[src/rtl/fetch_pkg.sv]
// Shared types and opcode decode for the instruction-fetch sequencer.
package fetch_pkg;

    localparam int DATA_W = 8;

    // Fetch FSM states.
    typedef enum logic [3:0] {
        ST_IDLE,
        ST_OP_REQ,
        ST_OP_WAIT,
        ST_OP_LAT,
        ST_OPD_REQ,
        ST_OPD_WAIT,
        ST_OPD_LAT,
        ST_ISSUE,
        ST_HALT
    } state_e;

    // Opcode classes live in opcode[7:5].
    localparam logic [2:0] CLS_NOP  = 3'b000;
    localparam logic [2:0] CLS_ALU  = 3'b001;
    localparam logic [2:0] CLS_LDI  = 3'b010;
    localparam logic [2:0] CLS_LDST = 3'b011;
    localparam logic [2:0] CLS_JMP  = 3'b100;
    localparam logic [2:0] CLS_JZ   = 3'b101;
    localparam logic [2:0] CLS_RSV  = 3'b110;
    localparam logic [2:0] CLS_HLT  = 3'b111;

    // Instructions carrying an operand byte after the opcode.
    function automatic logic is_two_byte(input logic [DATA_W-1:0] op);
        return (op[7:5] == CLS_LDI) || (op[7:5] == CLS_LDST) ||
               (op[7:5] == CLS_JMP) || (op[7:5] == CLS_JZ);
    endfunction

endpackage

[src/rtl/fetch_wait_cnt.sv]
// Memory-latency down-counter: loaded on each read request, done when the
// remaining wait states have elapsed.
module fetch_wait_cnt #(
    parameter int MEM_LATENCY = 1
) (
    input  logic clock,
    input  logic rst,
    input  logic load_i,
    input  logic dec_i,
    output logic done_o
);

    // A request is followed by MEM_LATENCY-1 wait cycles; the last of them
    // sees a count of zero.
    localparam logic [1:0] LOAD_VAL = (MEM_LATENCY > 1) ? 2'(MEM_LATENCY - 2) : 2'd0;

    logic [1:0] cnt_q;
    logic [1:0] cnt_d;

    // Next count: reload on request, step down while waiting.
    always_comb begin
        cnt_d = cnt_q;
        if (load_i) begin
            cnt_d = LOAD_VAL;
        end else if (dec_i && (cnt_q != 2'd0)) begin
            cnt_d = cnt_q - 2'd1;
        end
    end

    // Count register.
    always_ff @(posedge clock or negedge rst) begin
        if (!rst) begin
            cnt_q <= 2'd0;
        end else begin
            cnt_q <= cnt_d;
        end
    end

    assign done_o = (cnt_q == 2'd0);

endmodule

[src/rtl/fetch_sequencer.sv]
// Instruction-fetch control FSM. Reads opcode and operand bytes at the
// externally held PC, drives every PC update (the PC never increments on its
// own), resolves JMP/JZ locally and hands other instructions to execute.
module fetch_sequencer
    import fetch_pkg::*;
#(
    parameter int DATA_W      = 8,
    parameter int MEM_LATENCY = 1
) (
    input  logic              clock,
    input  logic              rst,
    input  logic [DATA_W-1:0] pc_addr,
    output logic              pc_en,
    output logic              pc_load,
    output logic [DATA_W-1:0] pc_data,
    output logic              mem_rd,
    input  logic [DATA_W-1:0] mem_rdata,
    output logic [DATA_W-1:0] ir,
    output logic [DATA_W-1:0] operand,
    output logic              instr_valid,
    input  logic              exec_done,
    input  logic              zero_flag,
    output logic              halted
);

    state_e            state_q, state_d;
    logic [DATA_W-1:0] ir_q, ir_d;
    logic [DATA_W-1:0] operand_q, operand_d;
    logic              cnt_load;
    logic              cnt_dec;
    logic              cnt_done;
    logic [DATA_W-1:0] pc_next;
    logic              jump_taken;

    assign pc_next    = pc_addr + 1'b1;
    assign jump_taken = (ir_q[7:5] == CLS_JMP) || ((ir_q[7:5] == CLS_JZ) && zero_flag);

    fetch_wait_cnt #(
        .MEM_LATENCY(MEM_LATENCY)
    ) u_wait_cnt (
        .clock  (clock),
        .rst    (rst),
        .load_i (cnt_load),
        .dec_i  (cnt_dec),
        .done_o (cnt_done)
    );

    // Next-state, latch updates and Moore outputs (pc_data in OPD_LAT follows mem_rdata).
    always_comb begin
        // NOTE: every signal driven here gets a default first so no path
        // leaves one unassigned, which would otherwise infer a latch.
        state_d     = state_q;
        ir_d        = ir_q;
        operand_d   = operand_q;
        pc_en       = 1'b0;
        pc_load     = 1'b0;
        pc_data     = '0;
        mem_rd      = 1'b0;
        instr_valid = 1'b0;
        halted      = 1'b0;
        cnt_load    = 1'b0;
        cnt_dec     = 1'b0;

        unique case (state_q)
            ST_IDLE: begin
                state_d = ST_OP_REQ;
            end
            ST_OP_REQ: begin
                mem_rd   = 1'b1;
                cnt_load = 1'b1;
                state_d  = (MEM_LATENCY == 1) ? ST_OP_LAT : ST_OP_WAIT;
            end
            ST_OP_WAIT: begin
                cnt_dec = 1'b1;
                if (cnt_done) state_d = ST_OP_LAT;
            end
            ST_OP_LAT: begin
                ir_d      = mem_rdata;
                operand_d = '0;
                pc_en     = 1'b1;
                pc_load   = 1'b1;
                pc_data   = pc_next;
                if (is_two_byte(mem_rdata))           state_d = ST_OPD_REQ;
                else if (mem_rdata[7:5] == CLS_HLT)   state_d = ST_HALT;
                else                                  state_d = ST_ISSUE;
            end
            ST_OPD_REQ: begin
                mem_rd   = 1'b1;
                cnt_load = 1'b1;
                state_d  = (MEM_LATENCY == 1) ? ST_OPD_LAT : ST_OPD_WAIT;
            end
            ST_OPD_WAIT: begin
                cnt_dec = 1'b1;
                if (cnt_done) state_d = ST_OPD_LAT;
            end
            ST_OPD_LAT: begin
                operand_d = mem_rdata;
                pc_en     = 1'b1;
                pc_load   = 1'b1;
                if (jump_taken) begin
                    pc_data = mem_rdata;
                    state_d = ST_OP_REQ;
                end else begin
                    pc_data = pc_next;
                    // A not-taken JZ simply falls through; nothing to execute.
                    state_d = (ir_q[7:5] == CLS_JZ) ? ST_OP_REQ : ST_ISSUE;
                end
            end
            ST_ISSUE: begin
                instr_valid = 1'b1;
                if (exec_done) state_d = ST_OP_REQ;
            end
            ST_HALT: begin
                halted = 1'b1;
            end
            default: begin
                state_d = ST_IDLE;
            end
        endcase
    end

    // State and instruction registers; reset abandons any fetch in flight.
    always_ff @(posedge clock or negedge rst) begin
        if (!rst) begin
            state_q   <= ST_IDLE;
            ir_q      <= '0;
            operand_q <= '0;
        end else begin
            // NOTE: non-blocking assignments keep every register sampling the
            // pre-edge values, independent of statement order.
            state_q   <= state_d;
            ir_q      <= ir_d;
            operand_q <= operand_d;
        end
    end

    assign ir      = ir_q;
    assign operand = operand_q;

endmodule

[config.mk]
export PLATFORM = sky130hd
export DESIGN_NAME = fetch_sequencer
export DESIGN_NICKNAME = d
export VERILOG_FILES = /design/src/rtl/fetch_pkg.sv /design/src/rtl/fetch_wait_cnt.sv /design/src/rtl/fetch_sequencer.sv
export SDC_FILE = /design/constraint.sdc
export NUM_CORES = 1
export LEC_CHECK = 0
export BUFFER_PORTS_ARGS = -buffer_cell sky130_fd_sc_hd__buf_4
export CAP_MARGIN = 20
export CELL_PAD_IN_SITES_DETAIL_PLACEMENT = 1
export CELL_PAD_IN_SITES_GLOBAL_PLACEMENT = 2
export CORE_MARGIN = 1
export CORE_UTILIZATION = 26
export CTS_BUF_LIST = sky130_fd_sc_hd__clkbuf_8
export DETAILED_ROUTE_END_ITERATION = 7
export PLACE_DENSITY_LB_ADDON = 0.1
export SETUP_SLACK_MARGIN = 0.5
export SYNTH_ARGS = -nofsm -noshare
export SYNTH_HDL_FRONTEND = slang
export SYNTH_HIERARCHICAL = 1
export SYNTH_SLANG_ARGS = --single-unit
[constraint.sdc]
create_clock -name clock -period 1.61 [get_ports clock]
set_input_delay 0.161 -clock clock [delete_from_list [all_inputs] [get_ports clock]]
set_output_delay 0.161 -clock clock [all_outputs]
set_load 0.03 [all_outputs]
==> implementation parameters, run 1 <==
Parameter                              Value

Timing
  Final period demand of the worst path    1.84 ns
  RSZ-0062 raised after global routing    yes
  Worst slew slack as a fraction of its limit    80.0%
  Timing-limited maximum frequency    544 MHz
  Number of hold-slack violations in the final timing report    0
  Final Max Tran Viols    0
  Setup slack after layout    -0.227 ns
  Setup-violating endpoint count in the final report    24
  Hold Worst Slack    0.122 ns
  Worst clock skew    0.00202 ns
  Period Utilization, post-route    114%
  Transition at the pin with the smallest max-transition slack    0.298 ns

Critical path
  Critical Path End Type    output port
  Critical Path Start Type    register
  Critical path class    register to output port
  Critical Path Source    state_q[0]$_DFFE_PN0P_
  Worst reg2reg path startpoint    state_q[0]$_DFFE_PN0P_
  Worst path required time    1.45 ns
  CP arrival    1.68 ns
  Worst Path Max Fanout    6

Power and ir drop
  Leakage power of the design    1.16 nW
  Total power consumption of the routed design    0.00119 W
  Power per cell area    455 nW/um^2
  Worst voltage drop across the vdd grid    0.388 mV

Global route
  Total overflow reported by the global router    0
  Antenna violations before repair    0
  Global-route wire length before repair    7910 um
  Total global-route track usage    20.1%
  Vias in the first global route    1447
  Maximum number of pins on one net before global-route repair    23

Synth
  Cell accounting for the most synthesized area    sky130_fd_sc_hd__dfrtp_1
  Portion of synthesized cell area occupied by the leading cell type    41.8%
  Post-synthesis net count    164
  Most used DFF post-synth    sky130_fd_sc_hd__dfrtp_1
  EDFF count, synth    0
  Area of the mapped netlist    1320 um^2
  Number of distinct library cell variants in the gate-level netlist after synthesis    37
  Asr flop ratio synth    100%
  Cell types with the highest counts after synthesis    sky130_fd_sc_hd__nand2_1, sky130_fd_sc_hd__dfrtp_1, sky130_fd_sc_hd__a22o_1, sky130_fd_sc_hd__inv_1
  Synth top area cells    sky130_fd_sc_hd__dfrtp_1, sky130_fd_sc_hd__nand2_1, sky130_fd_sc_hd__a22o_1, sky130_fd_sc_hd__xnor2_1, sky130_fd_sc_hd__o2bb2ai_1
  Synthesized area per cell    9.27 um^2
  Count of yosys warnings during synthesis    6
  Total of flip-flops plus latches after synthesis    22
  Most instantiated library cell after synthesis    sky130_fd_sc_hd__nand2_1
  Proportion of synthesized chip area in sequential cells    41.8%
  Synthesized instance count    142

Final layout
  Post-Layout Inst Area    2610 um^2
  Fill cell count    521
  Post-synthesis to final-layout area growth    98.5%
  Number of nets in the final layout    257
  Count of inserted antenna diode cells    0
  Proportion of layout cells with a drive suffix above 1    63.7%

Placed design
  Worst-case setup slack after placement    -0.0500 ns
  Post-detailed-placement cell area    2080 um^2
  Detailed placement HPWL    3350 um
  PortBufs    48
  GPL Wtd Cong    0.815

Floorplan
  Initial standard-cell utilization of the core    27.5%
  DIE HEIGHT    73.2 um
  IO Pins    49
  Placeable Area    4790 um^2
  Die footprint    5350 um^2
  Horiz. Die Dim    73.2 um
  Placement row count    25

Min path
  Worst hold path class    input port to register
  Startpoint of the tightest hold check path    mem_rdata[4]

Clock network
  Clock sink count    22
  Clock tree buffer depth    2
  Root cell of the clock tree    sky130_fd_sc_hd__clkbuf_8
  Skew-Pair Late Insertion Delay    0.26 ns
  H-tree depth    1
  Clock buffer count from CTS    3
  Reg clk slew, reported paths    0.09 ns
  TritonCTS clock tree    done

Outcome
  Violated checks    negative setup slack
  Status    finished, violations left

Drt
  Routed wire length    5120 um
  Iteration-0 DRC Markers    57
  Number of remaining DRC errors    0
  Via density per instance    4.78
  Remaining number of nets flagged by the antenna check after routing    0
  Via Count    1438
  Number of optimization iterations in the first detailed-route pass    4
  Post-DR wirelength/cell    17.0 um

Run
  Maximum Capacitance Violations    0
[cell usage in the layout (no fill, tap or decap), types with 3 or more instances in the layout]
master	synthesis	final
sky130_fd_sc_hd__a22o_1	8	8
sky130_fd_sc_hd__nand2_1	29	21
sky130_fd_sc_hd__buf_12	0	3
sky130_fd_sc_hd__o2bb2ai_4	0	6
sky130_fd_sc_hd__nor2_4	0	4
sky130_fd_sc_hd__dfrtp_1	22	18
sky130_fd_sc_hd__xnor2_1	7	6
sky130_fd_sc_hd__buf_4	1	58
sky130_fd_sc_hd__nand3_1	5	5
sky130_fd_sc_hd__inv_1	8	5
sky130_fd_sc_hd__buf_6	3	31
sky130_fd_sc_hd__nand2_2	0	8
sky130_fd_sc_hd__clkbuf_8	0	3
sky130_fd_sc_hd__o21ai_2	0	3
sky130_fd_sc_hd__dfrtp_2	0	4
sky130_fd_sc_hd__nor2_1	7	5
[kinds of logic (layout without fill, tap and decap cells)]
| family | count (synthesis) | count (layout) | synth area share, % |
|---|---|---|---|
| and+or+nand+nor | 61 | 61 | 22.7 |
| AOI/OAI and AO/OA | 31 | 31 | 18.7 |
| DFF | 22 | 22 | 41.8 |
| buffers and inverters | 14 | 106 | 6.08 |
| xor gates and xnor gates | 7 | 7 | 4.66 |
| muxes | 5 | 5 | 4.09 |
| adders and majority gates | 2 | 2 | 1.90 |
[worst max-delay path: stages, from the launching register on]
cell                        delay [ns]
sky130_fd_sc_hd__dfrtp_2          0.45
sky130_fd_sc_hd__nand2b_4         0.18
sky130_fd_sc_hd__buf_12           0.13
sky130_fd_sc_hd__nor2_4           0.13
sky130_fd_sc_hd__a21oi_4          0.08
sky130_fd_sc_hd__buf_12           0.16
sky130_fd_sc_hd__o2bb2ai_4        0.14
sky130_fd_sc_hd__buf_6            0.14
[sequential cells by signal, indices dropped and copies added (netlist names)]
register          flops
ir                    8
u_wait_cnt/cnt_q      2
state_q               4
operand               8
[timing repair]
| action | CTS | global route |
|---|---|---|
| setup endpoints to repair | 35 | 35 |
| hold buffers | 1 | 0 |
| buffers inserted | 22 | 5 |
| endpoints found under the hold margin | 22 | 0 |
| gates resized for setup | 48 | 15 |
| pin swaps | 18 | 13 |
[per-stage QoR]
step | setup TNS (ns) | cells | util [%]
2_1_floorplan | -0.0191 | 142 | -
3_3_place_gp | 0 | 269 | 43.4
3_5_place_dp | -0.168 | 269 | 43.4
4_1_cts | -2.19 | 296 | 52.8
5_1_grt | -4.21 | 301 | 54.6
6_report | -3.04 | 301 | 54.6
[report_power, final]
| group | leakage, nW | switching [W] | internal [W] | total [W] |
|---|---|---|---|---|
| clock | 0.0357 | 0.000192 | 0.000332 | 0.000524 |
| sequential | 0.255 | 0 | 0.000552 | 0.000552 |
| combinational | 0.865 | 0.0000651 | 0.0000469 | 0.000112 |
| total | 1.16 | 0.000257 | 0.000931 | 0.00119 |
[layer usage]
metal	global-route usage (%)	up-vias	wire, um
li1	-	680	-
met1	27.9	712	2260
met2	32.7	40	2560
met3	2.49	6	244
met4	5.88	0	59
met5	0	-	0
[final timing paths]
check	endpoint	slack, ns	cells after the start
setup / recovery	pc_data[6]	-0.23	7
hold / removal	ir[4]$_DFFE_PN0P_	0.12	3
setup reg to reg	state_q[2]$_DFFE_PN0P_	-0.16	8
hold reg to reg	ir[4]$_DFFE_PN0P_	0.50	2
max in group asynchronous	ir[7]$_DFFE_PN0P_	1.03	2
min in group asynchronous	ir[3]$_DFFE_PN0P_	0.32	2
[cell type report]
type	count	area, um^2	share of cell area (%)
Multi-Input combinational cell	106	998	38.2
Timing Repair Buffer	94	870	33.3
Sequential cell	22	556	21.3
Tap cell	67	83.8	3.21
Clock buffer	3	41.3	1.58
Inverter	8	33.8	1.29
Clock inverter	1	30.0	1.15
No activity file was read; power rests on OpenSTA's default activity.
==> run 2: changes to the inputs <==
BUFFER_PORTS_ARGS = -buffer_cell sky130_fd_sc_hd__buf_2   (was -buffer_cell sky130_fd_sc_hd__buf_4)
GPL_ROUTABILITY_DRIVEN = 1   (was not set)
==> run 2 against run 1 <==
Routed wire length is 9.0% lower. The run still ends with negative setup slack left. Sequential share of layout area is 2.7 points higher. Worst setup slack better by 0.0057 ns. Highest routed layer unchanged. Die area stayed put. Global-route usage is 1.2 points lower. Worst hold slack better by 0.018 ns. First-iteration DRC count is 49% lower. Clock-buffer cell count stayed put. Sequential cell count stayed put.
==> implementation parameters, run 2 (synthesis results as in run 1) <==
Parameter                              Value

Critical path
  Worst path required time    1.45 ns (about the same)
  Critical Path End Type    output port
  Reg2reg setup slack    -0.11 ns (+0.05 ns)
  Worst flop-to-flop path endpoint    state_q[2]$_DFFE_PN0P_
  CP arrival    1.67 ns (about the same)
  Critical Path Start Type    register
  Critical path class    register to output port
  Worst R2R Path Depth    5 (-3)
  Worst Path Max Fanout    6 (unchanged)
  Worst reg2reg path startpoint    state_q[1]$_DFFE_PN0P_

Clock network
  Clock buffer count from CTS    3 (unchanged)
  Root cell of the clock tree    sky130_fd_sc_hd__clkbuf_8
  Skew-Pair Late Insertion Delay    0.26 ns (about the same)
  Clock sink count    22 (unchanged)
  TritonCTS clock tree    done
  Reg clk slew, reported paths    0.08 ns (about the same)
  Clock tree buffer depth    2 (unchanged)
  H-tree depth    1 (unchanged)

Floorplan
  Initial standard-cell utilization of the core    27.5% (unchanged)
  Placeable Area    4790 um^2 (unchanged)
  Horiz. Die Dim    73.2 um (unchanged)
  IO Pins    49 (unchanged)
  Placement row count    25 (unchanged)
  Die footprint    5350 um^2 (unchanged)
  DIE HEIGHT    73.2 um (unchanged)

Timing
  Transition at the pin with the smallest max-transition slack    0.514 ns (+0.216 ns)
  Final period demand of the worst path    1.83 ns (-0.00571 ns)
  Period Utilization, post-route    114% (-0.35 points)
  Number of hold-slack violations in the final timing report    0 (unchanged)
  Setup-violating endpoint count in the final report    15 (-38%)
  Final Max Tran Viols    0 (unchanged)
  Worst slew slack as a fraction of its limit    65.7% (-14 points)
  Hold Worst Slack    0.141 ns (+0.0182 ns)
  Worst clock skew    0.00251 ns (+0.000482 ns)
  Setup slack after layout    -0.222 ns (+0.00571 ns)
  Sum of negative setup slack    -2.19 ns (+0.856 ns)
  Timing-limited maximum frequency    546 MHz (+0.31%)
  RSZ-0062 raised after global routing    yes

Outcome
  Status    finished, violations left
  Violated checks    negative setup slack

Drt
  Number of remaining DRC errors    0 (unchanged)
  Iteration-0 DRC Markers    29 (-49%)
  Via density per instance    4.80 (+0.41%)
  Post-DR wirelength/cell    16.3 um (-4.2%)
  Remaining number of nets flagged by the antenna check after routing    0 (unchanged)
  Via Count    1372 (-4.6%)
  Routed wire length    4660 um (-9.0%)
  Number of optimization iterations in the first detailed-route pass    4 (unchanged)

Power and ir drop
  Leakage power of the design    1.03 nW (-11%)
  Worst voltage drop across the vdd grid    0.426 mV (+10%)
  Internal portion of total power    0.000916 W (-1.6%)
  Sequential share of power    47.4% (+1.0 points)
  Net switching component of the power    0.000247 W (-4.1%)
  Total power consumption of the routed design    0.00116 W (-2.1%)
  Net switching share of the total power    21.2% (-0.44 points)
  Power per cell area    501 nW/um^2 (+10%)
  Relative contribution of the clock network to total power    44.6% (+0.5 points)
  Logic gate share of total power    7.9% (-1.5 points)

Placed design
  Worst-case setup slack after placement    -0.0258 ns (+0.0242 ns)
  Detailed placement HPWL    3330 um (-0.60%)
  PortBufs    48 (unchanged)
  GPL Wtd Cong    0.755 (-7.4%)

Final layout
  Utilization after layout    48.5% (-6.1 points)
  Post-synthesis to final-layout area growth    76.3%
  Commonest cells after routing, fill and taps aside    sky130_fd_sc_hd__buf_2, sky130_fd_sc_hd__nand2_1, sky130_fd_sc_hd__buf_4
  Count of inserted antenna diode cells    0 (unchanged)
  Most frequent standard cell in the layout excluding fill and tap cells    sky130_fd_sc_hd__buf_2
  Proportion of layout cells with a drive suffix above 1    57.5% (-6.1 points)
  Number of nets in the final layout    242 (-5.8%)

Global route
  Total overflow reported by the global router    0 (unchanged)
  Global-route wire length before repair    7490 um (-5.3%)
  Antenna violations before repair    0 (unchanged)
  Maximum number of pins on one net before global-route repair    23 (unchanged)
  Vias in the first global route    1511 (+4.4%)
  Total global-route track usage    18.9% (-1.2 points)

Min path
  Worst-case hold path end point    ir[3]$_DFFE_PN0P_
  Hold depth    3 (unchanged)
  Startpoint of the tightest hold check path    mem_rdata[3]
  Worst hold path class    input port to register

Run
  Maximum Capacitance Violations    0 (unchanged)
-- run 2: cell types whose count changed in the layout (fill, tap and decap cells not counted), moves of 5 or more --
cell | previous run | this run
sky130_fd_sc_hd__buf_2 | 0 | 35
sky130_fd_sc_hd__nand2_1 | 21 | 26
sky130_fd_sc_hd__buf_6 | 31 | 18
sky130_fd_sc_hd__buf_4 | 58 | 22
sky130_fd_sc_hd__nand2_2 | 8 | 3
-- run 2: power by group through the flow --
stage | Sequential [W] | Combinational (W) | Clock [W]
3_5_place_dp | 0.000563 | 0.0000923 | 0
2_1_floorplan | 0.000563 | 0.0000290 | 0
3_3_place_gp | 0.000563 | 0.0000886 | 0
4_1_cts | 0.000552 | 0.0000944 | 0.000535
5_1_grt | 0.000552 | 0.000103 | 0.000557
6_report | 0.000552 | 0.0000924 | 0.000519
-- run 2: worst max path at each step --
stage	start	to	slack, ns	cells past startpoint
after floorplan	state_q[2]$_DFFE_PN0P_	u_wait_cnt/cnt_q[0]$_DFFE_PN0P_	-0.02	5
after global placement	state_q[3]$_DFFE_PN0P_	pc_data[0]	0.00004	6
after detailed placement	state_q[3]$_DFFE_PN0P_	pc_data[7]	-0.03	6
after CTS	state_q[0]$_DFFE_PN0P_	pc_data[7]	-0.22	6
after global routing	state_q[3]$_DFFE_PN0P_	pc_data[1]	-0.28	6
final	state_q[3]$_DFFE_PN0P_	pc_data[7]	-0.22	6
-- run 2: worst max-delay path, cell delays in order, from the launching register on --
cell and delay, ns:
sky130_fd_sc_hd__dfrtp_2 0.45, sky130_fd_sc_hd__nand2b_4 0.19, sky130_fd_sc_hd__or2_4 0.26, sky130_fd_sc_hd__nor2_4 0.11, sky130_fd_sc_hd__buf_12 0.15, sky130_fd_sc_hd__o2bb2ai_4 0.11, sky130_fd_sc_hd__buf_6 0.14
-- run 2: timing repair --
| action | CTS | global route |
|---|---|---|
| pin swaps | 6 | 2 |
| endpoints found under the hold margin | 22 | 0 |
| buffers inserted | 8 | 4 |
| hold buffers | 1 | 0 |
| endpoints found under the setup margin | 35 | 35 |
| resized for setup | 36 | 15 |
-- run 2: per-stage QoR --
stage / area [um^2] / instances
6_report: 2320 / 286
5_1_grt: 2320 / 286
4_1_cts: 2230 / 282
3_5_place_dp: 1970 / 269
3_3_place_gp: 1970 / 269
2_1_floorplan: 1530 / 142
-- run 2: layout make-up --
| cell class | instances | area (um^2) |
|---|---|---|
| sequential | 22 | 556 |
| inverter | 8 | 33.8 |
| clock inverter | 1 | 30.0 |
| clock buffer | 3 | 41.3 |
| timing repair buffer | 79 | 613 |
| tap | 67 | 83.8 |
| fill | 555 | 2460 |
| multi-input combinational | 106 | 963 |
-- run 2: per-layer routing --
| metal | vias to the layer above | GRT usage [%] | part of all wire, % |
|---|---|---|---|
| li1 | 646 | - | - |
| met1 | 681 | 24.0 | 43 |
| met2 | 36 | 33.1 | 51 |
| met3 | 9 | 1.52 | 3.3 |
| met4 | 0 | 7.41 | 2.2 |
| met5 | - | 0 | 0 |
